$ cat config.mk
export PLATFORM = sky130hd
export DESIGN_NAME = pipelined_adder_nb_flat
export DESIGN_NICKNAME = d
export VERILOG_FILES = /design/src/rtl/pipelined_adder_nb_if.sv /design/src/rtl/pipelined_adder_nb.sv /design/src/flat_wrapper.sv
export SDC_FILE = /design/constraint.sdc
export NUM_CORES = 1
export LEC_CHECK = 0
export BUFFER_PORTS_ARGS = -buffer_cell sky130_fd_sc_hd__buf_2
export CAP_MARGIN = 10
export CORE_MARGIN = 2
export CORE_UTILIZATION = 50
export DETAILED_ROUTE_END_ITERATION = 16
export PLACE_DENSITY = 0.79
export SYNTH_ARGS = -nofsm -noshare
export SYNTH_HDL_FRONTEND = slang
export SYNTH_SLANG_ARGS = --single-unit
$ cat constraint.sdc
create_clock -name clk -period 14.15 [get_ports clk]
set_input_delay 2.1225 -clock clk [delete_from_list [all_inputs] [get_ports clk]]
set_output_delay 2.1225 -clock clk [all_outputs]
set_load 0.05 [all_outputs]
$ cat src/rtl/pipelined_adder_nb_if.sv
// pipelined_adder_nb_if: operand/result handshake bundle for pipelined_adder_nb.
// Ports: in_valid/in_ready/i1/i2/cin/sub (operand side) and
//        out_valid/out_ready/s/c/ovf (result side).
// Modports: master drives operands and consumes results; slave is the adder.
interface pipelined_adder_nb_if #(
  parameter int WIDTH = 32
);
  logic             in_valid;
  logic             in_ready;
  logic [WIDTH-1:0] i1;
  logic [WIDTH-1:0] i2;
  logic             cin;
  logic             sub;
  logic             out_valid;
  logic             out_ready;
  logic [WIDTH-1:0] s;
  logic             c;
  logic             ovf;

  modport master (
    output in_valid, i1, i2, cin, sub, out_ready,
    input  in_ready, out_valid, s, c, ovf
  );

  modport slave (
    input  in_valid, i1, i2, cin, sub, out_ready,
    output in_ready, out_valid, s, c, ovf
  );
endinterface

$ cat src/rtl/pipelined_adder_nb.sv
// Purpose: elastic adder/subtractor, operands split into STAGES chunks of CW bits, one chunk per stage.
// Latency: beat accepted at edge n is presented on out_valid after edge n+STAGES-1; 1 beat/cycle.
// Backpressure: stages fill bubble-first under out_ready=0; in_ready drops only when every stage is full and stalled.
// Ports: clk, rst_n (sync, active-low); bus (slave modport): in_valid/in_ready/i1/i2/cin/sub in,
//        out_valid/out_ready/s/c/ovf out. s wraps modulo 2^WIDTH, c is MSB carry (1 = no borrow on sub),
//        ovf is two's-complement overflow.
module pipelined_adder_nb #(
  parameter int WIDTH  = 32,
  parameter int STAGES = 4
) (
  input  logic                clk,
  input  logic                rst_n,
  pipelined_adder_nb_if.slave bus
);
  localparam int CW = WIDTH / STAGES;

  // CW-bit ripple of full adders; returns {carry_out, sum}.
  function automatic logic [CW:0] chunk_add(
    input logic [CW-1:0] a,
    input logic [CW-1:0] b,
    input logic          ci
  );
    logic          cy;
    logic [CW-1:0] sm;
    cy = ci;
    sm = '0;
    for (int j = 0; j < CW; j++) begin
      sm[j] = a[j] ^ b[j] ^ cy;
      cy    = (a[j] & b[j]) | (cy & (a[j] ^ b[j]));
    end
    return {cy, sm};
  endfunction

  // Subtract is a + ~b + ~borrow_in, so both preprocessing steps happen at acceptance.
  logic [WIDTH-1:0] b_pre;
  logic             c0;
  logic             in_rdy;

  assign b_pre = bus.sub ? ~bus.i2 : bus.i2;
  assign c0    = bus.sub ^ bus.cin;

  for (genvar k = 0; k < STAGES; k++) begin : g_st
    localparam int RIN = WIDTH - k * CW;   // operand bits still to be added when entering stage k
    localparam int SW  = (k + 1) * CW;     // completed sum bits held by stage k

    logic             vld_q;
    logic             cy_q;
    logic [SW-1:0]    sum_q;
    logic             ld;
    logic             adv;
    logic [RIN-1:0]   src_a;
    logic [RIN-1:0]   src_b;
    logic             ci;
    logic [CW:0]      res;
    logic [SW-1:0]    nsum;

    if (k == 0) begin : g_src
      assign ld    = bus.in_valid && in_rdy;
      assign src_a = bus.i1;
      assign src_b = b_pre;
      assign ci    = c0;
      assign nsum  = res[CW-1:0];
    end else begin : g_src
      assign ld    = g_st[k-1].adv;
      assign src_a = g_st[k-1].g_fwd.a_q;
      assign src_b = g_st[k-1].g_fwd.b_q;
      assign ci    = g_st[k-1].cy_q;
      assign nsum  = {res[CW-1:0], g_st[k-1].sum_q};
    end

    assign res = chunk_add(src_a[CW-1:0], src_b[CW-1:0], ci);

    always_ff @(posedge clk) begin
      if (!rst_n) begin
        vld_q <= 1'b0;
        cy_q  <= 1'b0;
        sum_q <= '0;
      end else if (ld) begin
        vld_q <= 1'b1;
        cy_q  <= res[CW];
        sum_q <= nsum;
      end else if (adv) begin
        vld_q <= 1'b0;
      end
    end

    // Upper chunks ride along unchanged so they meet their carry one stage later.
    if (k < STAGES - 1) begin : g_fwd
      logic [RIN-CW-1:0] a_q;
      logic [RIN-CW-1:0] b_q;
      always_ff @(posedge clk) begin
        if (!rst_n) begin
          a_q <= '0;
          b_q <= '0;
        end else if (ld) begin
          a_q <= src_a[RIN-1:CW];
          b_q <= src_b[RIN-1:CW];
        end
      end
    end

    if (k == STAGES - 1) begin : g_last
      logic ovf_q;
      // Carry into the MSB equals a^b^sum at that bit; ovf is that XOR the carry out.
      always_ff @(posedge clk) begin
        if (!rst_n) begin
          ovf_q <= 1'b0;
        end else if (ld) begin
          ovf_q <= res[CW] ^ (src_a[CW-1] ^ src_b[CW-1] ^ res[CW-1]);
        end
      end
      assign adv = vld_q && bus.out_ready;
    end else begin : g_mid
      // A stage may move on if the next one is empty or is itself moving on.
      assign adv = vld_q && (!g_st[k+1].vld_q || g_st[k+1].adv);
    end
  end

  assign in_rdy        = !g_st[0].vld_q || g_st[0].adv;
  assign bus.in_ready  = in_rdy;
  assign bus.out_valid = g_st[STAGES-1].vld_q;
  assign bus.s         = g_st[STAGES-1].sum_q;
  assign bus.c         = g_st[STAGES-1].cy_q;
  assign bus.ovf       = g_st[STAGES-1].g_last.ovf_q;
endmodule
$ cat src/flat_wrapper.sv
// flat-port wrapper written by rule: the top's interface ports become plain ports
module pipelined_adder_nb_flat 
#(
  parameter int WIDTH  = 32,
  parameter int STAGES = 4
)
  (clk, rst_n, bus_in_valid, bus_i1, bus_i2, bus_cin, bus_sub, bus_out_ready, bus_in_ready, bus_out_valid, bus_s, bus_c, bus_ovf);
  pipelined_adder_nb_if #(.WIDTH(WIDTH)) bus_i ();
  input  logic clk;
  input  logic rst_n;
  input wire logic [$bits(bus_i.in_valid)-1:0] bus_in_valid;
  input wire logic [$bits(bus_i.i1)-1:0] bus_i1;
  input wire logic [$bits(bus_i.i2)-1:0] bus_i2;
  input wire logic [$bits(bus_i.cin)-1:0] bus_cin;
  input wire logic [$bits(bus_i.sub)-1:0] bus_sub;
  input wire logic [$bits(bus_i.out_ready)-1:0] bus_out_ready;
  output wire logic [$bits(bus_i.in_ready)-1:0] bus_in_ready;
  output wire logic [$bits(bus_i.out_valid)-1:0] bus_out_valid;
  output wire logic [$bits(bus_i.s)-1:0] bus_s;
  output wire logic [$bits(bus_i.c)-1:0] bus_c;
  output wire logic [$bits(bus_i.ovf)-1:0] bus_ovf;
  assign bus_i.in_valid = bus_in_valid;
  assign bus_i.i1 = bus_i1;
  assign bus_i.i2 = bus_i2;
  assign bus_i.cin = bus_cin;
  assign bus_i.sub = bus_sub;
  assign bus_i.out_ready = bus_out_ready;
  assign bus_in_ready = bus_i.in_ready;
  assign bus_out_valid = bus_i.out_valid;
  assign bus_s = bus_i.s;
  assign bus_c = bus_i.c;
  assign bus_ovf = bus_i.ovf;
  pipelined_adder_nb #(.WIDTH(WIDTH), .STAGES(STAGES)) u_core (.clk(clk), .rst_n(rst_n), .bus(bus_i));
endmodule
==> metrics.md <==
| Metric | Value |
|---|---|
| Crit share post-route | 0.410 |
| RSZ-0062 raised after global routing | false |
| Leading area contributor after synthesis | dfxtp_1 |
| All-layer global routing usage | 0.204 |
| Max Cap Violations | 0 |
| GRT overflow | 0 |
| Post-synth top flop | dfxtp_1 |
| I/O pin total | 106 |
| Post-CTS Setup Inserts | 0 |
| Seq pwr share | 0.487 |
| CTS H-tree lvls | 4 |
| Post-CTS sizing | 0 |
| DRT iter0 DRCs | 624 |
| P_int | 0.871 mW |
| Logic pwr share | 0.084 |
| Count of cell types in the netlist | 33 |
| Routed vias | 6498 |
| Antenna violations before repair | 0 |
| Startpoint types | input pin |
| Sequential Area | 0.00370 mm2 |
| Top cells by area, synth | dfxtp_1, fa_1, a21oi_1, nand3_1, o21ai_0 |
| Final Max Tran Viols | 0 |
| Row Count | 46 |
| Post-Synthesis Cells | 920 |
| Hpwl dp | 11300 um |
| Area grow syn2layout | 13.4% |
| Finished Layout Cells | 1194 |
| Routed wire length | 17700 um |
| Syn nets | 1023 |
| Number of flops mapped to enable cells by yosys | 0 |
| R2r startpoint | u_core.g_st[2].g_fwd.b_q[0] |
| Clk_lat worst skew | 430 ps |
| Synth top cells by count | dfxtp_1, a21oi_1, nand3_1 |
| Mapped Area | 0.00817 mm2 |
| Min-delay src | u_core.g_st[0].g_fwd.a_q[11] |
| Clock Sinks | 185 |
| Multi-input gate area | 0.00393 mm2 |
| Slew @ Worst Pin | 1220 ps |
| Starting density of the core | 0.513 |
| DRT antenna net count | 0 |
| Syn Area/Cell | 8.88 um2 |
| CP required | 14450 ps |
| R2R depth | 14 |
| Switch Pwr | 0.264 mW |
| Hold Path Class | reg2reg |
| Sw frac | 0.233 |
| Max Root-Sink Buffers | 2 |
| Layout cells sized above 1 | 0.158 |
| Clock Tree Root | clkbuf_16 |
| Vias in the first global route | 6046 |
| Cell total after placement | 1161 |
| Yosys reg bits | 185 |
| Yosys warning count | 0 |
| Max_slew headroom | 0.190 |
| Top-count cell post-synth | dfxtp_1 |
| Final nets | 1068 |
| First-pass GRT wire length | 29600 um |
| Post-synthesis sequential area ratio | 0.453 |
| Largest net degree at the start of global routing | 109 |
| Die height | 132 um |
| Crit path max fanout | 33 |
| CP Capture Type | flop |
| Filler cell count | 1386 |
| Worst R2R Setup Slack | 9740 ps |
| Clock transition at path regs | 70 ps |
| Worst vdd ir | 0.0982 mV |
| Skew final | 7.30 ps |
| Die Area | 0.0174 mm2 |
| WHS Path Cells | 2 |
| Fmax | 0.173 GHz |
| Finish-stage setup viols | 0 |
| Worst Hold Endpoint | u_core.g_st[0].g_fwd.a_q[11] |
| Die X | 132 um |
| Clock share of power | 0.429 |
| Vias per inst | 5.44 |
| Worst flop-to-flop path endpoint | u_core.bus.ovf |
| Pre-antenna DRT Iters | 6 |
| Core area | 0.0159 mm2 |
| Leakage | 3.68 nW |
| Critical path class | in2reg |
| Drt wl/cell | 14.8 um |
| Port-buffer cells | 105 |
| Share of the synthesized area in the top cell type | 0.453 |
| Status | complete, no violations |
| DR DRC count | 0 |
| Async SR Flop Fraction | 0 |
| CTS Hold Bufs | 0 |
| Cts bufs inserted | 17 |
| Final Hold Fails | 0 |
| Fin Setup TNS | 0 ps |
| Min Tclk post-route | 5800 ps |
| Diode count | 0 |
| Worst EP arrival | 6090 ps |
| PwrDens | 122 mW/mm2 |
| RD Place Congestion | 0.817 |
| CTS tree | done |
logic make-up (layout without fill, tap and decap cells):
logic type                 Yosys count  after routing  synth area share
AOI/OAI and AO/OA                  269            269             0.177
and+or+nand+nor                    225            225             0.125
DFF                                185            185             0.453
buffers and inverters              124            182            0.0669
muxes                               49             49            0.0600
xor gates and xnor gates            35             35            0.0375
adders and majority gates           33             33            0.0799
layout by cell type, fill, tap and decap left out, types with 2 or more instances in the layout:
cell type / n
buf_2: 104
nand2_1: 100
bufinv_16: 3
a21oi_1: 127
o21ai_0: 108
fa_1: 32
o2111ai_1: 2
dfxtp_1: 185
clkbuf_8: 3
buf_4: 12
clkbuf_16: 17
a211oi_1: 9
nor2_1: 4
xor2_1: 28
o31ai_2: 2
clkinvlp_4: 7
clkbuf_1: 2
inv_1: 31
o211a_1: 6
xnor2_1: 7
mux2i_1: 49
o21ai_1: 6
nand3_1: 115
o211ai_1: 6
metal layers:
metal,wire [um],GRT usage
met3,1050,0.0442
met2,7640,0.291
met4,331,0.0719
met5,0,0
met1,8660,0.303
power groups by stage:
stage	Combinational, mW	Clock [mW]	Sequential, mW
after CTS	0.0953	0.492	0.553
after detailed placement	0.0943	0	0.564
after global routing	0.107	0.511	0.555
after floorplan	0.0688	0	0.562
final	0.0951	0.487	0.553
after global placement	0.0918	0	0.564
worst max-delay path: stages:
cell and delay, ps:
buf_2 70, buf_4 430, xor2_1 250, fa_1 200, inv_1 50, fa_1 390
fa_1 400, fa_1 390, fa_1 390, fa_1 380, fa_1 360, inv_1 70
fa_1 400, nand2_1 90, mux2i_1 90
state kept, by name (all words and copies together) (netlist names), 3 cells and up:
register               count
u_core.bus.s              32
u_core.g_st.cy_q           3
u_core.g_st.g_fwd.a_q     48
u_core.g_st.g_fwd.b_q     48
u_core.g_st.sum_q         48
u_core.g_st.vld_q          3
per-stage QoR:
| step | setup WS, ps | hold slack, ps | util | total power [mW] | instance area [um2] |
|---|---|---|---|---|---|
| global placement | 8010 | 446 | 0.542 | 0.656 | 8640 |
| finish | 8350 | 462 | 0.581 | 1.14 | 9270 |
| detailed placement | 7950 | 451 | 0.542 | 0.659 | 8640 |
| floorplan | 8260 | 435 | - | 0.631 | 8170 |
| CTS | 8370 | 463 | 0.581 | 1.14 | 9260 |
| global route | 8160 | 479 | 0.581 | 1.17 | 9270 |
how the worst max path moves through the flow:
stage                       start                       to  slack (ps)  cells past startpoint
after floorplan           bus_sub  u_core.g_st[0].sum_q[7]        8260                     15
after global placement    bus_sub  u_core.g_st[0].sum_q[7]        8010                     15
after detailed placement  bus_sub  u_core.g_st[0].sum_q[7]        7950                     15
after CTS                 bus_sub  u_core.g_st[0].sum_q[7]        8370                     15
after global routing      bus_sub  u_core.g_st[0].sum_q[7]        8160                     15
final                     bus_sub  u_core.g_st[0].sum_q[7]        8350                     15
layout make-up:
| type | instances | share of cell area |
|---|---|---|
| repair buffers | 117 | 0.0675 |
| flip-flops and latches | 185 | 0.400 |
| clock inverters | 10 | 0.0154 |
| clock buffers | 22 | 0.0512 |
| multi-input cells | 611 | 0.424 |
| well taps | 216 | 0.0292 |
| inverters | 33 | 0.0135 |
Power figures use the tool's default switching activity.
